### config.mk
export PLATFORM = sky130hd
export DESIGN_NAME = rvh_l2_ar_responder_flat
export DESIGN_NICKNAME = d
export VERILOG_FILES = /design/src/rtl/rvh_l2_ar_responder_if.sv /design/src/rtl/rvh_l2_ar_responder.sv /design/src/flat_wrapper.sv
export SDC_FILE = /design/constraint.sdc
export NUM_CORES = 1
export LEC_CHECK = 0
export CORE_MARGIN = 4
export CORE_UTILIZATION = 57
export DETAILED_ROUTE_END_ITERATION = 7
export HOLD_SLACK_MARGIN = 0.08
export PLACE_DENSITY = 0.79
export SETUP_SLACK_MARGIN = 0.3
export SLEW_MARGIN = 10
export SYNTH_ARGS = -nofsm -noshare
export SYNTH_HDL_FRONTEND = slang
export SYNTH_SLANG_ARGS = --single-unit
### constraint.sdc
create_clock -name clk -period 10.1 [get_ports clk]
set_input_delay 2.525 -clock clk [delete_from_list [all_inputs] [get_ports clk]]
set_output_delay 2.525 -clock clk [all_outputs]
set_load 0.05 [all_outputs]
### src/rtl/rvh_l2_ar_responder_if.sv
// AXI read-address and read-data channel bundle between the L1D and
// the L2 AR responder.
interface rvh_l2_ar_responder_if #(
  parameter int ID_W   = 8,
  parameter int ADDR_W = 56,
  parameter int DATA_W = 64
);
  logic              arvalid;
  logic              arready;
  logic [ID_W-1:0]   arid;
  logic [ADDR_W-1:0] araddr;
  logic [7:0]        arlen;
  logic [2:0]        arsize;
  logic [1:0]        arburst;
  logic              rvalid;
  logic              rready;
  logic [ID_W-1:0]   rid;
  logic [DATA_W-1:0] rdata;
  logic [1:0]        rresp;
  logic              rlast;

  modport master (
    output arvalid, arid, araddr, arlen, arsize, arburst, rready,
    input  arready, rvalid, rid, rdata, rresp, rlast
  );

  modport slave (
    input  arvalid, arid, araddr, arlen, arsize, arburst, rready,
    output arready, rvalid, rid, rdata, rresp, rlast
  );
endinterface

### src/rtl/rvh_l2_ar_responder.sv
// L2 read responder: queues AR requests and returns one beat at a time
// from a single-cycle-latency backing store, SLVERR for unsupported bursts.
module rvh_l2_ar_responder #(
  parameter int ID_W   = 8,
  parameter int ADDR_W = 56,
  parameter int DATA_W = 64,
  parameter int DEPTH  = 4
) (
  input  logic                 clk,
  input  logic                 rst,
  rvh_l2_ar_responder_if.slave axi,
  output logic                 mem_rd_en,
  output logic [ADDR_W-1:0]    mem_rd_addr,
  input  logic [DATA_W-1:0]    mem_rd_data
);
  localparam int BW_L = $clog2(DATA_W / 8);
  localparam int PW   = $clog2(DEPTH);

  typedef struct packed {
    logic [ID_W-1:0]   id;
    logic [ADDR_W-1:0] addr;
    logic [7:0]        len;
    logic [2:0]        size;
    logic [1:0]        burst;
  } ar_t;

  typedef enum logic [1:0] {IDLE, RD, DATA, RESP} state_t;

  ar_t           fifo_q [DEPTH];
  logic [PW-1:0] wptr_q;
  logic [PW-1:0] rptr_q;
  logic [PW:0]   cnt_q;
  ar_t           ar_in;
  ar_t           head;
  logic          push;
  logic          pop;
  logic          head_err;

  state_t            state_q;
  state_t            state_n;
  logic [ID_W-1:0]   id_q;
  logic [ADDR_W-1:0] base_q;
  logic [7:0]        len_q;
  logic [7:0]        beat_cnt;
  logic [2:0]        size_q;
  logic              fixed_q;
  logic              err_q;
  logic [DATA_W-1:0] rdata_q;
  logic [1:0]        rresp_q;
  logic              last;
  logic              beat_adv;
  logic [ADDR_W-1:0] beat_addr;

  assign axi.arready = (cnt_q != (PW+1)'(DEPTH));
  assign push        = axi.arvalid & axi.arready;
  assign ar_in       = {axi.arid, axi.araddr, axi.arlen,
                        axi.arsize, axi.arburst};
  assign head        = fifo_q[rptr_q];
  assign head_err    = head.burst[1] | (head.size > 3'(BW_L));

  always_ff @(posedge clk) begin
    if (push) fifo_q[wptr_q] <= ar_in;
  end

  always_ff @(posedge clk) begin
    if (rst) begin
      wptr_q <= '0;
      rptr_q <= '0;
      cnt_q  <= '0;
    end else begin
      if (push) wptr_q <= wptr_q + PW'(1);
      if (pop)  rptr_q <= rptr_q + PW'(1);
      case ({push, pop})
        2'b10:   cnt_q <= cnt_q + (PW+1)'(1);
        2'b01:   cnt_q <= cnt_q - (PW+1)'(1);
        default: cnt_q <= cnt_q;
      endcase
    end
  end

  assign last     = (beat_cnt == len_q);
  assign beat_adv = (state_q == RESP) & axi.rready & ~last;

  // INCR wraps modulo 2^ADDR_W through the natural adder overflow
  assign beat_addr   = fixed_q ? base_q
                     : base_q + (ADDR_W'(beat_cnt) << size_q);
  assign mem_rd_addr = beat_addr & ~ADDR_W'(DATA_W / 8 - 1);

  always_ff @(posedge clk) begin
    if (rst) state_q <= IDLE;
    else     state_q <= state_n;
  end

  always_comb begin
    state_n   = state_q;
    pop       = 1'b0;
    mem_rd_en = 1'b0;
    unique case (state_q)
      IDLE: begin
        if (cnt_q != '0) begin
          pop     = 1'b1;
          state_n = head_err ? RESP : RD;
        end
      end
      RD: begin
        mem_rd_en = 1'b1;
        state_n   = DATA;
      end
      DATA: state_n = RESP;
      RESP: begin
        if (axi.rready) begin
          if (last)       state_n = IDLE;
          else if (err_q) state_n = RESP;
          else            state_n = RD;
        end
      end
      default: state_n = IDLE;
    endcase
  end

  always_ff @(posedge clk) begin
    if (rst) begin
      id_q     <= '0;
      base_q   <= '0;
      len_q    <= '0;
      size_q   <= '0;
      fixed_q  <= 1'b0;
      err_q    <= 1'b0;
      beat_cnt <= '0;
      rdata_q  <= '0;
      rresp_q  <= 2'b00;
    end else begin
      if (pop) begin
        id_q     <= head.id;
        base_q   <= head.addr
                  & ~((ADDR_W'(1) << head.size) - ADDR_W'(1));
        len_q    <= head.len;
        size_q   <= head.size;
        fixed_q  <= ~head.burst[0];
        err_q    <= head_err;
        beat_cnt <= '0;
        rdata_q  <= '0;
        rresp_q  <= head_err ? 2'b10 : 2'b00;
      end
      if (state_q == DATA) rdata_q <= mem_rd_data;
      if (beat_adv) beat_cnt <= beat_cnt + 8'd1;
    end
  end

  assign axi.rvalid = (state_q == RESP);
  assign axi.rlast  = (state_q == RESP) & last;
  assign axi.rid    = id_q;
  assign axi.rdata  = rdata_q;
  assign axi.rresp  = rresp_q;
endmodule

### src/flat_wrapper.sv
// flat-port wrapper written by rule: the top's interface ports become plain ports
module rvh_l2_ar_responder_flat 
#(
  parameter int ID_W   = 8,
  parameter int ADDR_W = 56,
  parameter int DATA_W = 64,
  parameter int DEPTH  = 4
)
  (clk, rst, mem_rd_en, mem_rd_addr, mem_rd_data, axi_arvalid, axi_arid, axi_araddr, axi_arlen, axi_arsize, axi_arburst, axi_rready, axi_arready, axi_rvalid, axi_rid, axi_rdata, axi_rresp, axi_rlast);
  rvh_l2_ar_responder_if #(.ID_W(ID_W), .ADDR_W(ADDR_W), .DATA_W(DATA_W)) axi_i ();
  input  logic clk;
  input  logic rst;
  output logic mem_rd_en;
  output logic [ADDR_W-1:0] mem_rd_addr;
  input  logic [DATA_W-1:0] mem_rd_data;
  input wire logic [$bits(axi_i.arvalid)-1:0] axi_arvalid;
  input wire logic [$bits(axi_i.arid)-1:0] axi_arid;
  input wire logic [$bits(axi_i.araddr)-1:0] axi_araddr;
  input wire logic [$bits(axi_i.arlen)-1:0] axi_arlen;
  input wire logic [$bits(axi_i.arsize)-1:0] axi_arsize;
  input wire logic [$bits(axi_i.arburst)-1:0] axi_arburst;
  input wire logic [$bits(axi_i.rready)-1:0] axi_rready;
  output wire logic [$bits(axi_i.arready)-1:0] axi_arready;
  output wire logic [$bits(axi_i.rvalid)-1:0] axi_rvalid;
  output wire logic [$bits(axi_i.rid)-1:0] axi_rid;
  output wire logic [$bits(axi_i.rdata)-1:0] axi_rdata;
  output wire logic [$bits(axi_i.rresp)-1:0] axi_rresp;
  output wire logic [$bits(axi_i.rlast)-1:0] axi_rlast;
  assign axi_i.arvalid = axi_arvalid;
  assign axi_i.arid = axi_arid;
  assign axi_i.araddr = axi_araddr;
  assign axi_i.arlen = axi_arlen;
  assign axi_i.arsize = axi_arsize;
  assign axi_i.arburst = axi_arburst;
  assign axi_i.rready = axi_rready;
  assign axi_arready = axi_i.arready;
  assign axi_rvalid = axi_i.rvalid;
  assign axi_rid = axi_i.rid;
  assign axi_rdata = axi_i.rdata;
  assign axi_rresp = axi_i.rresp;
  assign axi_rlast = axi_i.rlast;
  rvh_l2_ar_responder #(.ID_W(ID_W), .ADDR_W(ADDR_W), .DATA_W(DATA_W), .DEPTH(DEPTH)) u_core (.clk(clk), .rst(rst), .axi(axi_i), .mem_rd_en(mem_rd_en), .mem_rd_addr(mem_rd_addr), .mem_rd_data(mem_rd_data));
endmodule
==> metrics.txt <==
status=finished clean; Fin Setup TNS=0 ns; share of cells above drive strength 1=10.6%; RR Endpoint=u_core.cnt_q[2]; Iteration-0 DRC Markers=980; Post-Syn Instances=1476; worst slew pin tran=1.25 ns; max_cap viols=0; Seq/Total Area, Yosys=64.7%; core area=0.0334 mm²; Die Area=0.0368 mm²; Top Ports=279; Comb pwr share=34.7%; top_reg_cell synth=edfxtp_1; WHS Path Cells=2; Crit. End Element=output pin; vias in the first global route=13200; TritonCTS Buffers=45; Post-CTS Resized=0; Slowest-stage cell, CP=o21ai_0; worst hold path class=reg2reg; most used cell, CP=o21ai_0; sequential group share of total power=39.4%; Clock Skew=0.0178 ns; DP Worst Slack=2.90 ns; post-DP HPWL=31.4 mm; CTS H-tree lvls=2; crit path max fanout=14; Total Wirelength=47.7 mm; Root Buffer Master=clkbuf_16; vias=13100; f_max=128 MHz; CP Buf/Inv Count=1; worst endpoint required time=7.58 ns; fin cells=2210; post-route ant nets=0; Worst EP arrival=5.29 ns; Sink Count=468; DR DRC count=0; Via density=5.90; CTS tree=built; synth warn=0; Final GP Congestion=0.892; post-CTS setup buffers=0; clock share of power=26.0%; Hold EP=u_core.axi.rid[5]; GRT Total Usage=25.8%; number of flops mapped to enable cells by yosys=308; Clock transition at path regs=0.06 ns; Internal Power=4.23 mW; first-pass GRT wire length=73.9 mm; multi-input logic area=0.00639 mm²; LEAKAGE=7.86 nW; asr flop ratio synth=0%; hold buffers post-CTS=0; Setup-failing EPs final=0; Tcrit/Tclk final=77.4%; DR WL/cell=21.6 µm; Avg Cell Area, Syn=13.0 µm²; Seq. cell area=0.0125 mm²; VDD IR max=0.219 mV; Slew headroom=15.9%; critical path class=reg2out; GRT Residual Overflow=0; clk_lat worst skew=0.54 ns; Psw=2.44 mW; max-slew violations=0; register-to-register setup slack=6.88 ns; Hold Vio Cnt, Final=0; Worst R2R Start=u_core.state_q[1]; delay-heaviest family, CP=compound AO/OA/AOI/OAI gates; largest net degree at the start of global routing=100; Sw Share=36.6%; Seq cells post-synth=468; crit path cell chain=mux2_2 -> o21ai_0 -> nor2_1 -> ha_1 -> nand3_1 -> or3_2 -> o21ai_0 -> nand4_1 -> xnor2_1 -> clkdlybuf4s50_1; Row Count=67; Power, Total=6.68 mW; Starting Density=57.5%; Hold WS=0.457 ns; area delta synth->final=24.2%; r2r worst-path depth=10; startpoint types=register; Port Buffer Count=274; min-delay src=u_core.axi.rid[5]; initial antenna violation count=2; library cells used by synthesis=63; RSZ-0062 raised after global routing=false; cell count after placement=2124; clk buf depth=3; fill cell count=2244; die height=192 µm; CP peak stage delay=0.98 ns; Layout Nets=1891; Die W=192 µm; Tmin final=7.81 ns; final setup margin=2.29 ns; Pre-Repair DR Iteration Count=6; cell area after synthesis=0.0192 mm²; PD cells=280 mW/mm²
[stage by stage]
step | cell area, µm² | utilization [%]
after global routing | 23900 | 71.4
after CTS | 23900 | 71.4
after global placement | 22300 | 66.7
after detailed placement | 22300 | 66.7
final | 23900 | 71.4
after floorplan | 19200 | -
[worst min-delay path: stages (launching register included)]
cell and delay [ns]:
dfxtp_1 0.31, nand2_1 0.05, a21oi_1 0.05
[area by class of cell]
class                           instances  share of cell area [%]
Inverter                               21                   0.330
Clock inverter                         20                    1.07
Tap cell                              448                    2.35
Clock buffer                           64                    5.42
Sequential cell                       468                    52.2
Multi-Input combinational cell        900                    26.8
Antenna cell                            2                  0.0210
Timing Repair Buffer                  287                    11.9
[sequential cells by signal, summed over array words and instances, names as in the netlist, 3 cells and up, named ones only]
name and count:
u_core.axi.rdata 64, u_core.axi.rid 8, u_core.base_q 56, u_core.beat_cnt 8, u_core.cnt_q 3, u_core.fifo_q 308, u_core.len_q 8, u_core.size_q 3
[logic make-up (layout without fill, tap and decap cells)]
logic type,Yosys count,count (layout),synth area share [%]
AO/OA/AOI/OAI,240,240,7.27
multiplexers,87,87,9.55
adder cells (fa/ha/maj),23,23,1.53
flip-flops,468,468,64.7
AND/OR/NAND/NOR,481,481,11.6
other,1,6,0.0195
buffers and inverters,111,392,2.34
XOR/XNOR,65,65,2.96
[synthesized netlist by cell type (3+ instances only)]
library cell  instances  share of area, %
nor3_1               11              0.29
nand3b_1              7              0.27
o21a_1                5              0.20
or3_1                 4              0.13
o31ai_1               3              0.12
a22oi_1              30               1.2
xnor2_1              43               2.0
nand4_1              22              0.72
mux4_2               77               9.0
nor2_1               76               1.5
buf_4                 6              0.23
or2_2                 3             0.098
nand3_1              93               2.4
clkbuf_1             72               1.4
and4_1                4              0.18
nor4_1                7              0.23
dfxtp_1             160                17
o21ai_0              35              0.91
and2_1                7              0.23
edfxtp_1            308                48
inv_1                21              0.41
nand2_1             207               4.0
mux2i_1               7              0.36
buf_1                 3             0.059
mux2_2                3              0.18
a41oi_1               3              0.14
and3_1               20              0.65
nor2b_1               4              0.13
ha_1                 22               1.4
xor2_1               22               1.0
a21oi_1             143               3.7
buf_2                 8              0.21
[power by group through the flow]
| stage | sequential (mW) | combinational [mW] | clock (mW) |
|---|---|---|---|
| global route | 2.67 | 2.49 | 1.84 |
| detailed placement | 2.67 | 2.32 | 0 |
| CTS | 2.63 | 2.34 | 1.77 |
| finish | 2.63 | 2.32 | 1.73 |
| floorplan | 2.77 | 1.44 | 0 |
| global placement | 2.65 | 2.30 | 0 |
[per-layer routing]
layer / vias to the layer above / track usage, % / routed length, µm
li1: 5999 / - / -
met1: 6429 / 33.7 / 18600
met2: 541 / 44.1 / 23900
met3: 79 / 5.33 / 3930
met4: 2 / 7.29 / 1250
met5: - / 0 / 13
[cells in the final DEF (no fill, tap or decap), types with 6 or more instances in the layout]
master           count
and3_1              16
xor2_1              22
buf_4               14
nor3_1              11
nand3b_1             7
clkbuf_16           47
clkbuf_1            10
ha_1                22
nand4_1             22
and2_1               7
nand3_1             93
dfxtp_1            158
nand2_1            206
o21ai_0             35
a21oi_1            142
a22oi_1             30
inv_1               20
clkdlybuf4s50_1    273
mux4_2              77
nor4_1               7
xnor2_1             43
edfxtp_1           308
bufinv_16            6
mux2i_1              7
nor2_1              76
[how the worst max path moves through the flow]
stage	startpoint	slack, ns	to	cells past startpoint
6_report	u_core.size_q[1]	2.29	mem_rd_addr[50]	10
3_5_place_dp	u_core.size_q[1]	2.90	mem_rd_addr[34]	11
2_1_floorplan	u_core.size_q[1]	3.77	mem_rd_addr[49]	13
3_3_place_gp	u_core.size_q[1]	3.01	mem_rd_addr[34]	10
5_1_grt	u_core.size_q[1]	1.98	mem_rd_addr[50]	10
4_1_cts	u_core.size_q[1]	2.31	mem_rd_addr[50]	11
Note: power is estimated with default switching activity, not from simulation.
